===== src/rtl/keypad_conditioner_pkg.sv =====
// Shared constants and width helpers for the keypad conditioner.
// Latency: none (compile-time only).
// Backpressure: none (no handshake; pulses are fire-and-forget).
package keypad_pkg;

  localparam int DEF_NUM_KEYS        = 4;
  localparam int DEF_DEBOUNCE_CYCLES = 4;
  localparam int DEF_REPEAT_DELAY    = 8;
  localparam int DEF_REPEAT_PERIOD   = 3;

  // Width of the key index; never narrower than one bit.
  function automatic int key_idx_w(input int n);
    return (n < 2) ? 1 : $clog2(n);
  endfunction

  // Width of a counter that must be able to hold the value n.
  function automatic int cnt_w(input int n);
    return (n < 1) ? 1 : $clog2(n + 1);
  endfunction

  function automatic int max2(input int a, input int b);
    return (a > b) ? a : b;
  endfunction

  localparam int KEY_IDX_W = key_idx_w(DEF_NUM_KEYS);

endpackage


===== src/rtl/keypad_conditioner_if.sv =====
// Pad-side and control-side signal bundle of the keypad conditioner.
// Latency: none (wiring only).
// Backpressure: none; consumers must take pulses in the cycle they appear.
interface keypad_conditioner_if
  import keypad_pkg::*;
#(
  parameter int NUM_KEYS = DEF_NUM_KEYS
);
  logic [NUM_KEYS-1:0]            keys_i;
  logic                           repeat_en_i;
  logic [NUM_KEYS-1:0]            held_o;
  logic [NUM_KEYS-1:0]            press_o;
  logic [NUM_KEYS-1:0]            release_o;
  logic                           key_valid_o;
  logic [key_idx_w(NUM_KEYS)-1:0] key_idx_o;
  logic                           multi_o;

  // Drives the raw keys and observes conditioned events.
  modport master (
    output keys_i, repeat_en_i,
    input  held_o, press_o, release_o, key_valid_o, key_idx_o, multi_o
  );

  // The conditioner itself.
  modport slave (
    input  keys_i, repeat_en_i,
    output held_o, press_o, release_o, key_valid_o, key_idx_o, multi_o
  );
endinterface


===== src/rtl/keypad_conditioner_channel.sv =====
// One key: 2-flop sync, counter debounce, press/release pulses, auto-repeat.
// Latency: held/press follow a clean level change 2+DEBOUNCE_CYCLES edges later.
// Backpressure: none; pulses last exactly one cycle.
module keypad_channel
  import keypad_pkg::*;
#(
  parameter int DEBOUNCE_CYCLES = DEF_DEBOUNCE_CYCLES,
  parameter int REPEAT_DELAY    = DEF_REPEAT_DELAY,
  parameter int REPEAT_PERIOD   = DEF_REPEAT_PERIOD
) (
  input  logic clk,
  input  logic rst,
  input  logic i_key,
  input  logic i_repeat_en,
  output logic o_held,
  output logic o_press,
  output logic o_release
);

  localparam int DB_W = cnt_w(DEBOUNCE_CYCLES);
  localparam int HC_W = cnt_w(max2(REPEAT_DELAY, REPEAT_PERIOD));

  localparam logic [DB_W-1:0] DB_LAST  = DB_W'(DEBOUNCE_CYCLES - 1);
  localparam logic [HC_W-1:0] DLY_LAST = HC_W'(REPEAT_DELAY - 1);
  localparam logic [HC_W-1:0] PER_LAST = HC_W'(REPEAT_PERIOD - 1);

  // rep_phase selects the first-repeat delay (0) or the steady period (1).
  typedef struct packed {
    logic [1:0]      sync;
    logic [DB_W-1:0] db_cnt;
    logic            held;
    logic            rep_phase;
    logic [HC_W-1:0] hold_cnt;
  } chan_state_t;

  chan_state_t     r_st;
  logic            r_press;
  logic            r_release;

  logic            w_sync;
  logic            w_mismatch;
  logic            w_toggle;
  logic [HC_W-1:0] w_rep_target;
  logic            w_rep_fire;

  assign w_sync       = r_st.sync[1];
  assign w_mismatch   = (w_sync != r_st.held);
  assign w_toggle     = w_mismatch && (r_st.db_cnt == DB_LAST);
  assign w_rep_target = r_st.rep_phase ? PER_LAST : DLY_LAST;
  // A toggling edge never repeats: it is either the initial press or a release.
  assign w_rep_fire   = r_st.held && !w_toggle && i_repeat_en &&
                        (r_st.hold_cnt == w_rep_target);

  // Synchronize, debounce, generate pulses and run the repeat counter.
  always_ff @(posedge clk or posedge rst) begin
    if (rst) begin
      r_st      <= '0;
      r_press   <= 1'b0;
      r_release <= 1'b0;
    end else begin
      r_st.sync <= {r_st.sync[0], i_key};

      if (!w_mismatch) begin
        r_st.db_cnt <= '0;
      end else if (w_toggle) begin
        r_st.db_cnt <= '0;
        r_st.held   <= ~r_st.held;
      end else begin
        r_st.db_cnt <= r_st.db_cnt + 1'b1;
      end

      if (w_toggle || !r_st.held || !i_repeat_en) begin
        r_st.hold_cnt  <= '0;
        r_st.rep_phase <= 1'b0;
      end else if (w_rep_fire) begin
        r_st.hold_cnt  <= '0;
        r_st.rep_phase <= 1'b1;
      end else begin
        r_st.hold_cnt  <= r_st.hold_cnt + 1'b1;
      end

      r_press   <= (w_toggle && !r_st.held) || w_rep_fire;
      r_release <= w_toggle && r_st.held;
    end
  end

  assign o_held    = r_st.held;
  assign o_press   = r_press;
  assign o_release = r_release;

endmodule


===== src/rtl/keypad_conditioner.sv =====
// N-key conditioner: per-key channels plus a lowest-index priority encoder.
// Latency: press/release 2+DEBOUNCE_CYCLES edges after a clean level change.
// Backpressure: none; every simultaneous press is reported in the same cycle.
module keypad_conditioner
  import keypad_pkg::*;
#(
  parameter int NUM_KEYS        = DEF_NUM_KEYS,
  parameter int DEBOUNCE_CYCLES = DEF_DEBOUNCE_CYCLES,
  parameter int REPEAT_DELAY    = DEF_REPEAT_DELAY,
  parameter int REPEAT_PERIOD   = DEF_REPEAT_PERIOD
) (
  input  logic                 clk,
  input  logic                 rst,
  keypad_conditioner_if.slave  bus
);

  localparam int IDX_W = key_idx_w(NUM_KEYS);

  logic [NUM_KEYS-1:0] w_held;
  logic [NUM_KEYS-1:0] w_press;
  logic [NUM_KEYS-1:0] w_release;
  logic [IDX_W-1:0]    w_idx;
  logic                w_multi;
  logic                w_seen;

  for (genvar g = 0; g < NUM_KEYS; g++) begin : g_ch
    keypad_channel #(
      .DEBOUNCE_CYCLES (DEBOUNCE_CYCLES),
      .REPEAT_DELAY    (REPEAT_DELAY),
      .REPEAT_PERIOD   (REPEAT_PERIOD)
    ) u_ch (
      .clk         (clk),
      .rst         (rst),
      .i_key       (bus.keys_i[g]),
      .i_repeat_en (bus.repeat_en_i),
      .o_held      (w_held[g]),
      .o_press     (w_press[g]),
      .o_release   (w_release[g])
    );
  end

  // Lowest set press bit wins the index; any further set bit flags multi.
  always_comb begin
    w_idx   = '0;
    w_multi = 1'b0;
    w_seen  = 1'b0;
    for (int i = 0; i < NUM_KEYS; i++) begin
      if (w_press[i]) begin
        if (!w_seen) w_idx = IDX_W'(i);
        else         w_multi = 1'b1;
        w_seen = 1'b1;
      end
    end
  end

  assign bus.held_o      = w_held;
  assign bus.press_o     = w_press;
  assign bus.release_o   = w_release;
  assign bus.key_valid_o = |w_press;
  assign bus.key_idx_o   = w_idx;
  assign bus.multi_o     = w_multi;

endmodule


===== src/flat_wrapper.sv =====
// flat-port wrapper written by rule: the top's interface ports become plain ports
module keypad_conditioner_flat import keypad_pkg::*;
#(
  parameter int NUM_KEYS        = DEF_NUM_KEYS,
  parameter int DEBOUNCE_CYCLES = DEF_DEBOUNCE_CYCLES,
  parameter int REPEAT_DELAY    = DEF_REPEAT_DELAY,
  parameter int REPEAT_PERIOD   = DEF_REPEAT_PERIOD
)
  (clk, rst, bus_keys_i, bus_repeat_en_i, bus_held_o, bus_press_o, bus_release_o, bus_key_valid_o, bus_key_idx_o, bus_multi_o);
  keypad_conditioner_if #(.NUM_KEYS(NUM_KEYS)) bus_i ();
  input  logic clk;
  input  logic rst;
  input wire logic [$bits(bus_i.keys_i)-1:0] bus_keys_i;
  input wire logic [$bits(bus_i.repeat_en_i)-1:0] bus_repeat_en_i;
  output wire logic [$bits(bus_i.held_o)-1:0] bus_held_o;
  output wire logic [$bits(bus_i.press_o)-1:0] bus_press_o;
  output wire logic [$bits(bus_i.release_o)-1:0] bus_release_o;
  output wire logic [$bits(bus_i.key_valid_o)-1:0] bus_key_valid_o;
  output wire logic [$bits(bus_i.key_idx_o)-1:0] bus_key_idx_o;
  output wire logic [$bits(bus_i.multi_o)-1:0] bus_multi_o;
  assign bus_i.keys_i = bus_keys_i;
  assign bus_i.repeat_en_i = bus_repeat_en_i;
  assign bus_held_o = bus_i.held_o;
  assign bus_press_o = bus_i.press_o;
  assign bus_release_o = bus_i.release_o;
  assign bus_key_valid_o = bus_i.key_valid_o;
  assign bus_key_idx_o = bus_i.key_idx_o;
  assign bus_multi_o = bus_i.multi_o;
  keypad_conditioner #(.NUM_KEYS(NUM_KEYS), .DEBOUNCE_CYCLES(DEBOUNCE_CYCLES), .REPEAT_DELAY(REPEAT_DELAY), .REPEAT_PERIOD(REPEAT_PERIOD)) u_core (.clk(clk), .rst(rst), .bus(bus_i));
endmodule

===== config.mk =====
export PLATFORM = sky130hd
export DESIGN_NAME = keypad_conditioner_flat
export DESIGN_NICKNAME = d
export VERILOG_FILES = /design/src/rtl/keypad_conditioner_pkg.sv /design/src/rtl/keypad_conditioner_if.sv /design/src/rtl/keypad_conditioner_channel.sv /design/src/rtl/keypad_conditioner.sv /design/src/flat_wrapper.sv
export SDC_FILE = /design/constraint.sdc
export NUM_CORES = 1
export LEC_CHECK = 0
export ABC_AREA = 1
export BUFFER_PORTS_ARGS = -buffer_cell sky130_fd_sc_hd__clkbuf_2
export CORE_UTILIZATION = 25
export DETAILED_ROUTE_END_ITERATION = 12
export GPL_ROUTABILITY_DRIVEN = 0
export PLACE_DENSITY = 0.5
export RECOVER_POWER = 100
export SETUP_SLACK_MARGIN = 0.3
export SYNTH_ARGS = -nofsm -noshare
export SYNTH_HDL_FRONTEND = slang
export SYNTH_SLANG_ARGS = --single-unit
export TNS_END_PERCENT = 30

===== constraint.sdc =====
create_clock -name clk -period 2.75 [get_ports clk]
set_input_delay 0.6875 -clock clk [delete_from_list [all_inputs] [get_ports clk]]
set_output_delay 0.6875 -clock clk [all_outputs]
set_load 0.01 [all_outputs]

# Word level (Yosys, flattened, before mapping)
# Cells that the tools add are included.
# word_totals
ff_bits	52
input_bits	7
out_inout_bits	16
wordCells	145
# op_classes
add_sub_neg	8
eq_ne	12
mux	39
n_bitwise	4
n_reduce_logical	54
# op_table
operator	n
$mux 3	12
$logic_and 1x1->1	24
$mux 5	4
$add 4x1->4 const B	4
$eq 4x3->1	4
$mux 4	4
$mux 1	14
$add 3x1->3 const B	4
$eq 3x2->1 const B	4
$logic_or 1x1->1	12
$mux 2	5
$logic_not 1->1	9
$reduce_and 2->1	4
$reduce_bool 2->1	4
$ne 1x1->1	4
$not 1->1	4
$reduce_or 4->1	1

# Longest topological paths before layout
# Gate-level depths: netlist of run 1.
# logic_depth
word_depth	8
depth_mapped	6
mapped_depth_nobuf	6

# Hierarchy
# A second synthesis of run 1 with hierarchy kept.
# hier_totals
cells_unflattened	238
area_unflattened_um2	2262.2
# by_module_without_submodules
module	instances	cells_each	area_each_um2	seq_area_each_um2
keypad_channel	4	56	550.5	325.3
keypad_conditioner	1	14	60.1	0.0

# Least setup slack after synthesis of run 1
# OpenSTA, ideal clock, no wires.
# synth_timing
path_type	register -> output
startpoint	register u_core.g_ch[1].u_ch.r_press
endpoint	output port bus_key_idx_o[1]
arrival_time_ps	711
required_ps	2062
path_slack_ps	1351
stages_incl_launch_ff	2
path_buffers	0
path_cell_list	dfrtp_1 -> nor3_1
# synth_via
elab_chain_len	5
elab_cells_between_ends	6
cone_classes	mux (6)
# synth_rtl
item	line_no	text
start, declared	keypad_conditioner_channel.sv:37	logic r_press;
start signal, assigned	keypad_conditioner_channel.sv:82	r_press <= (w_toggle && !r_st.held) || w_rep_fire;
$mux 1 (*)	keypad_conditioner.sv:48	if (w_press[i]) begin
$mux 2	keypad_conditioner.sv:49	if (!w_seen) w_idx = IDX_W'(i);
$mux 2	keypad_conditioner.sv:48	
$mux 2	keypad_conditioner.sv:49	
$mux 2 (*)	keypad_conditioner.sv:48	
end, declared	flat_wrapper.sv:19	output wire logic [$bits(bus_i.key_idx_o)-1:0] bus_key_idx_o;
# Mark *: on every way between the ends. The rest lies on a longest branch, timed or not.

# Final worst setup path of run 1
# layout_timing
startpoint	register u_core.g_ch[1].u_ch.r_press
endpoint	output port bus_multi_o
# layout_via
elab_chain_len	5
elab_cells_between_ends	7
cone_classes	mux (7)
# layout_rtl
item	line_no	text
$mux 1	keypad_conditioner.sv:48	
$mux 1	keypad_conditioner.sv:49	
$mux 1	keypad_conditioner.sv:48	
$mux 1	keypad_conditioner.sv:49	
$mux 1 (*)	keypad_conditioner.sv:48	
end, declared	flat_wrapper.sv:20	output wire logic [$bits(bus_i.multi_o)-1:0] bus_multi_o;
# Marked as above.

==> results by group, run 1 <==
Run status
  • Status: complete, no violations

Synth
  • Xor/xnor share of the synthesized area: 0.0352
  • Synthesized cell area: 2240 sq um
  • Simple-Gate Fraction of Synth Area: 0.219
  • Synth warnings: 0
  • Largest area contributor in the netlist: dfrtp_1
  • Compound-Gate Fraction of Synth Area: 0.0257
  • Largest cells by area after synthesis: dfrtp_1, nor2_1, inv_1, ha_1, nand2_1
  • Syn Inst Count: 232
  • #FFs+latches synth: 52
  • Mux cell area share after synthesis: 0
  • Top-area cell type share of the netlist area: 0.581
  • Adder-Cell Fraction of Synth Area: 0.0447
  • Sequential area share after synthesis: 0.581
  • Distinct cells, synth: 19
  • Synthesized net count: 247
  • Synthesized area per cell: 9.65 sq um
  • Main combinational cell family by area after synthesis: simple AND/OR/NAND/NOR gates

Floorplan
  • Num rows: 34
  • Die width: 96.6 um
  • Die Span Y: 96.6 um
  • I/O pin cnt: 23
  • Initial core utilization: 0.258
  • Core Region: 8680 sq um
  • DIE AREA: 9340 sq um

Power and ir drop
  • Lkg Pwr: 1.18 nW
  • PwrDens: 745 nW/um^2
  • Internal power: 1.27 mW
  • Share of power burned in registers: 0.525
  • Switching pwr: 558 uW
  • Maximum VDD drop: 0.226 mV
  • Net Sw Frac: 0.305
  • Power share of the combinational group: 0.196
  • Pwr Total: 1.83 mW
  • Clock Power Share: 0.279

Drt
  • Pre-antenna DRT Iters: 4
  • Routed Wire Length: 3710 um
  • Via/cell ratio: 4.03
  • Wire per inst: 10.3 um
  • Initial DRC Count: 77
  • ANT nets after route: 0
  • Detailed-route via count: 1,452
  • DRC: 0

Worst setup path
  • Crit path max-delay family: flip-flops
  • Worst Path Buf+Inv: 1
  • FF-to-FF Start: u_core.g_ch[3].u_ch.r_st[6]
  • CP arrival: 1.14 ns
  • R2R Setup Slk: 1.50 ns
  • Crit-path max FO: 5
  • Critical-path top delay cell: dfrtp_1
  • CP Capture Type: output pin
  • Critical path cell sequence: nor2_1 -> o211ai_1 -> clkbuf_1
  • Startpoint Class: flop
  • Crit Path Class: flop to output pin
  • Crit Reg-Reg Endpoint: u_core.g_ch[3].u_ch.o_press
  • CP peak stage delay: 0.42 ns
  • Req. time, crit path: 2.06 ns
  • Number of cells on the worst reg-to-reg path: 4

Clock tree
  • H-tree depth: 2
  • CTS tree: done
  • CTS Sinks: 52
  • Clock Latency Late Sink: 0.30 ns
  • Post-CTS sizing: 0
  • CTS buffer count: 5
  • Clk slew on worst S/H paths: 0.09 ns
  • CTS Buffer Depth: 2
  • Clk root buf: clkbuf_8
  • Hold_buf cts: 0
  • Post-CTS setup buffers: 0

STA
  • Fin crit period: 1.83 ns
  • Setup violators final: 0
  • Slew Viols, Final: 0
  • Crit share post-route: 0.666
  • Measured slew at the worst slew-check pin: 0.938 ns
  • Final hold violation count: 0
  • Unrepaired setup endpoints after global routing: false
  • Post-route setup TNS: 0 ns
  • Rel. slew slack: 0.374
  • Clk_skew: 0.00742 ns
  • PnR worst setup slack: 0.918 ns
  • Fmax: 546 MHz

Placement
  • Detail Placement HPWL: 2830 um
  • Worst slack, placed: 1.25 ns
  • Port bufs: 22

Min path
  • Hold Path Class: flop to flop
  • Hold_sp: u_core.g_ch[0].u_ch.r_st[9]
  • Endpoint, Worst Hold: u_core.g_ch[0].u_ch.r_st[10]
  • Hold depth: 0

Final layout
  • Share of cells above drive strength 1: 0.0794
  • End-of-flow core utilization: 0.283
  • # diodes: 0
  • P&R area growth vs syn: 9.73%
  • Final #Nets: 266

Global routing
  • Largest net degree at the start of global routing: 20
  • Initial antenna violation count: 0
  • Total GRT Usage: 0.0883
  • GR Overflow Total: 0
  • Vias in the first global route: 1,457
  • First-pass GRT wire length: 6600 um

Run
  • Maxcap violations: 0
[cells in the final DEF, fill, tap and decap left out, types with 5 or more instances in the layout]
master    netlist  final
nand3_1        12     16
o21ai_0         5      5
clkbuf_1        0     19
a21oi_1         5      5
inv_1          29     29
ha_1            8      8
clkbuf_2        0      6
dfrtp_1        52     52
xnor2_1         6      6
clkbuf_8        0      5
nand2_1        25     30
nor2_1         46     46
nor3_1          9      9
[per-stage QoR]
step	instance area, sq um	hold slack (ns)	instances
after floorplan	2240	0.331	232
after global placement	2410	0.335	352
after detailed placement	2410	0.335	352
after CTS	2520	0.356	360
after global routing	2460	0.367	360
final	2460	0.348	360
[registers in the layout, summed over array words and instances, names as in the netlist]
register / count
u_core.g_ch.u_ch.o_release: 4
u_core.g_ch.u_ch.o_held: 4
u_core.g_ch.u_ch.r_st: 40
u_core.g_ch.u_ch.o_press: 4
[Yosys cell counts]
library cell	number
nor3b_1	2
nand3_2	4
buf_4	12
inv_2	3
nand2_1	25
nor2_1	46
o21ai_0	5
o211ai_1	1
xnor2_1	6
dfrtp_1	52
ha_1	8
nor2_2	1
xor2_1	3
inv_1	29
a21oi_1	5
nand2_2	8
nand3_1	12
nor3_1	9
nand3b_1	1
[worst max path at each step]
stage / from / endpoint / slack (ns) / depth (start not counted)
2_1_floorplan: rst / u_core.g_ch[0].u_ch.o_held / 0.80 / 1
3_3_place_gp: u_core.g_ch[2].u_ch.o_press / bus_multi_o / 1.28 / 3
3_5_place_dp: u_core.g_ch[1].u_ch.o_press / bus_multi_o / 1.25 / 3
4_1_cts: u_core.g_ch[1].u_ch.o_press / bus_multi_o / 0.91 / 3
5_1_grt: rst / u_core.g_ch[3].u_ch.r_st[4] / 0.65 / 3
6_report: u_core.g_ch[1].u_ch.o_press / bus_multi_o / 0.92 / 3
[cell type report]
cell class / count / area, sq um
flip-flops and latches: 52 / 1300
inverters: 32 / 120
clock buffers: 6 / 72.6
fillers: 952 / 6220
multi-input cells: 136 / 694
clock inverters: 2 / 35.0
well taps: 108 / 135
repair buffers: 24 / 97.6
[metal layers]
metal | track usage | vias to the layer above | routed length, um
met5 | 0 | - | 0
met4 | 0.0310 | 0 | 38
met3 | 0.0282 | 4 | 160
met2 | 0.132 | 21 | 1610
met1 | 0.120 | 685 | 1900
li1 | - | 742 | -
[power groups by stage]
stage	Sequential, mW	Clock [mW]	Combinational (mW)
3_3_place_gp	0.976	0	0.382
4_1_cts	0.964	0.536	0.392
5_1_grt	0.981	0.567	0.430
3_5_place_dp	0.979	0	0.391
2_1_floorplan	0.956	0	0.331
6_report	0.961	0.510	0.359
[cell families after synthesis]
kind of cell / Yosys count
AO/OA/AOI/OAI: 11
buffers and inverters: 44
adder cells (fa/ha/maj): 8
AND/OR/NAND/NOR: 108
XOR/XNOR: 9
flip-flops: 52
[worst register-to-register path: stages, from the launching register on]
cell and delay, ns:
dfrtp_1 0.39, ha_1 0.22, nand3_1 0.13, nand3_1 0.10, o21ai_0 0.30
Power figures use the tool's default switching activity.
==> run 2, diff against run 1 <==
- PLACE_DENSITY: 0.5 -> 0.52
- clock period: 2.75 -> 1.6 ns (I/O delays scaled with it)
==> run 2 against run 1 <==
Against the previous run:
- clock skew is 0.0025 ns higher
- cell area increased by 1.6%
- global-route usage increased by 0.16 points
- core utilization grew 0.45 points
- routed wire length fell by 0.16%
- register-to-register slack lost 1.1 ns
- clock power rose by 44%
- worst hold slack worse by 0.25 ns
- via count decreased by 0.76%
- largest power group unchanged
- power rose by 65%
- sequential power rose by 72%
- count of clock-buffer cells in the layout unchanged
==> results by group, run 2 (same netlist as run 1, synthesis figures left out) <==
Run status
  • Status: complete, no violations

Clock tree
  • CTS buffer count: 5
  • Hold_buf cts: 0
  • Clk root buf: clkbuf_8
  • CTS Sinks: 52
  • Clk slew on worst S/H paths: 0.10 ns
  • CTS Buffer Depth: 2
  • H-tree depth: 2
  • CTS tree: done
  • Clock Latency Late Sink: 0.30 ns

Drt
  • Wire per inst: 10.2 um
  • Routed Wire Length: 3700 um
  • ANT nets after route: 0
  • Via/cell ratio: 3.97
  • Initial DRC Count: 51
  • Pre-antenna DRT Iters: 4
  • DRC: 0
  • Detailed-route via count: 1,441

STA
  • Measured slew at the worst slew-check pin: 0.720 ns
  • Clk_skew: 0.00995 ns
  • Fin crit period: 1.52 ns
  • Fmax: 656 MHz
  • Unrepaired setup endpoints after global routing: true
  • Hold_ws: 0.0938 ns
  • Rel. slew slack: 0.520
  • Crit share post-route: 0.952
  • Final hold violation count: 0
  • PnR worst setup slack: 0.0764 ns
  • Post-route setup TNS: 0 ns
  • Slew Viols, Final: 0
  • Setup violators final: 0

Worst setup path
  • Number of cells on the worst reg-to-reg path: 6
  • CP arrival: 1.12 ns
  • Crit Path Class: flop to output pin
  • CP Capture Type: output pin
  • Crit path from: u_core.g_ch[2].u_ch.o_press
  • Req. time, crit path: 1.20 ns
  • Crit-path max FO: 4
  • FF-to-FF Start: u_core.g_ch[2].u_ch.r_st[6]
  • Startpoint Class: flop

Power and ir drop
  • Lkg Pwr: 1.21 nW
  • Maximum VDD drop: 0.344 mV
  • PwrDens: 1210 nW/um^2

Placement
  • Detail Placement HPWL: 2770 um
  • Port bufs: 22
  • Dpl cells: 352
  • Worst slack, placed: 0.390 ns

Global routing
  • Largest net degree at the start of global routing: 31
  • GR Overflow Total: 0
  • Vias in the first global route: 1,489
  • Initial antenna violation count: 0
  • First-pass GRT wire length: 6750 um
  • Total GRT Usage: 0.0900

Final layout
  • Top reg by flops: u_core.g_ch.u_ch.r_st
  • Final #Nets: 269
  • P&R area growth vs syn: 11.5%
  • Share of cells above drive strength 1: 0.133
  • Non-Filler Instances: 363
  • Max FFs per register: 40
  • # diodes: 0
  • Most frequent cells in the layout: dfrtp_1, nor2_1, nand2_1
  • End-of-flow core utilization: 0.287
  • Most common cell after layout, fill and taps aside: dfrtp_1

Floorplan
  • DIE AREA: 9340 sq um
  • Num rows: 34
  • Die width: 96.6 um
  • I/O pin cnt: 23
  • Initial core utilization: 0.258
  • Core Region: 8680 sq um
  • Die Span Y: 96.6 um

Run
  • Maxcap violations: 0

Min path
  • Hold Path Class: input pin to async pin
-- run 2: cell types whose count changed in the layout (fill, tap and decap cells not counted), moves of 2 or more --
cell,change
buf_4,+2
buf_2,+3
clkbuf_1,-7
buf_6,+3
-- run 2: final cells by class --
class / count / area, sq um
Clock buffer: 6 / 72.6
Clock inverter: 2 / 16.3
Fill cell: 949 / 6180
Inverter: 32 / 121
Multi-Input combinational cell: 136 / 699
Sequential cell: 52 / 1300
Tap cell: 108 / 135
Timing Repair Buffer: 27 / 148
-- run 2: final timing paths --
| path | slack [ns] | endpoint |
|---|---|---|
| worst max-delay path | 0.08 | bus_multi_o |
| worst min-delay path | 0.09 | u_core.g_ch[0].u_ch.r_st[10] |
| worst max register to register | 0.38 | u_core.g_ch[2].u_ch.r_st[3] |
| worst min register to register | 0.34 | u_core.g_ch[0].u_ch.r_st[10] |
| max in group asynchronous | 0.46 | u_core.g_ch[1].u_ch.r_st[2] |
| min in group clk | 0.20 | u_core.g_ch[2].u_ch.r_st[9] |
-- run 2: power by group --
part	total [mW]	switching, mW	internal, mW
sequential	1.65	0.156	1.50
clock	0.736	0.424	0.312
combinational	0.638	0.390	0.247
total	3.03	0.970	2.06
-- run 2: through the flow --
stage / total power [mW] / instance area, sq um
floorplan: 2.21 / 2240
global placement: 2.34 / 2420
detailed placement: 2.35 / 2420
CTS: 3.12 / 2540
global route: 3.27 / 2490
finish: 3.03 / 2490
-- run 2: timing repair --
action	4_1_cts	5_1_grt
pin swaps	1	0
endpoints found under the setup margin	9	12
gates resized for setup	1	20
setup buffers	3	0
-- run 2: per-layer routing --
| metal | vias up | GRT usage | part of all wire |
|---|---|---|---|
| met5 | - | 0 | 0 |
| met4 | 0 | 0.0287 | 0.0040 |
| met3 | 2 | 0.0354 | 0.038 |
| met2 | 24 | 0.140 | 0.46 |
| met1 | 665 | 0.115 | 0.50 |
| li1 | 750 | - | - |
-- run 2: worst max-delay path: stages, from the launching register on --
cell and delay, ns:
dfrtp_1 0.42, nor2_2 0.15, o211ai_1 0.11, buf_2 0.14
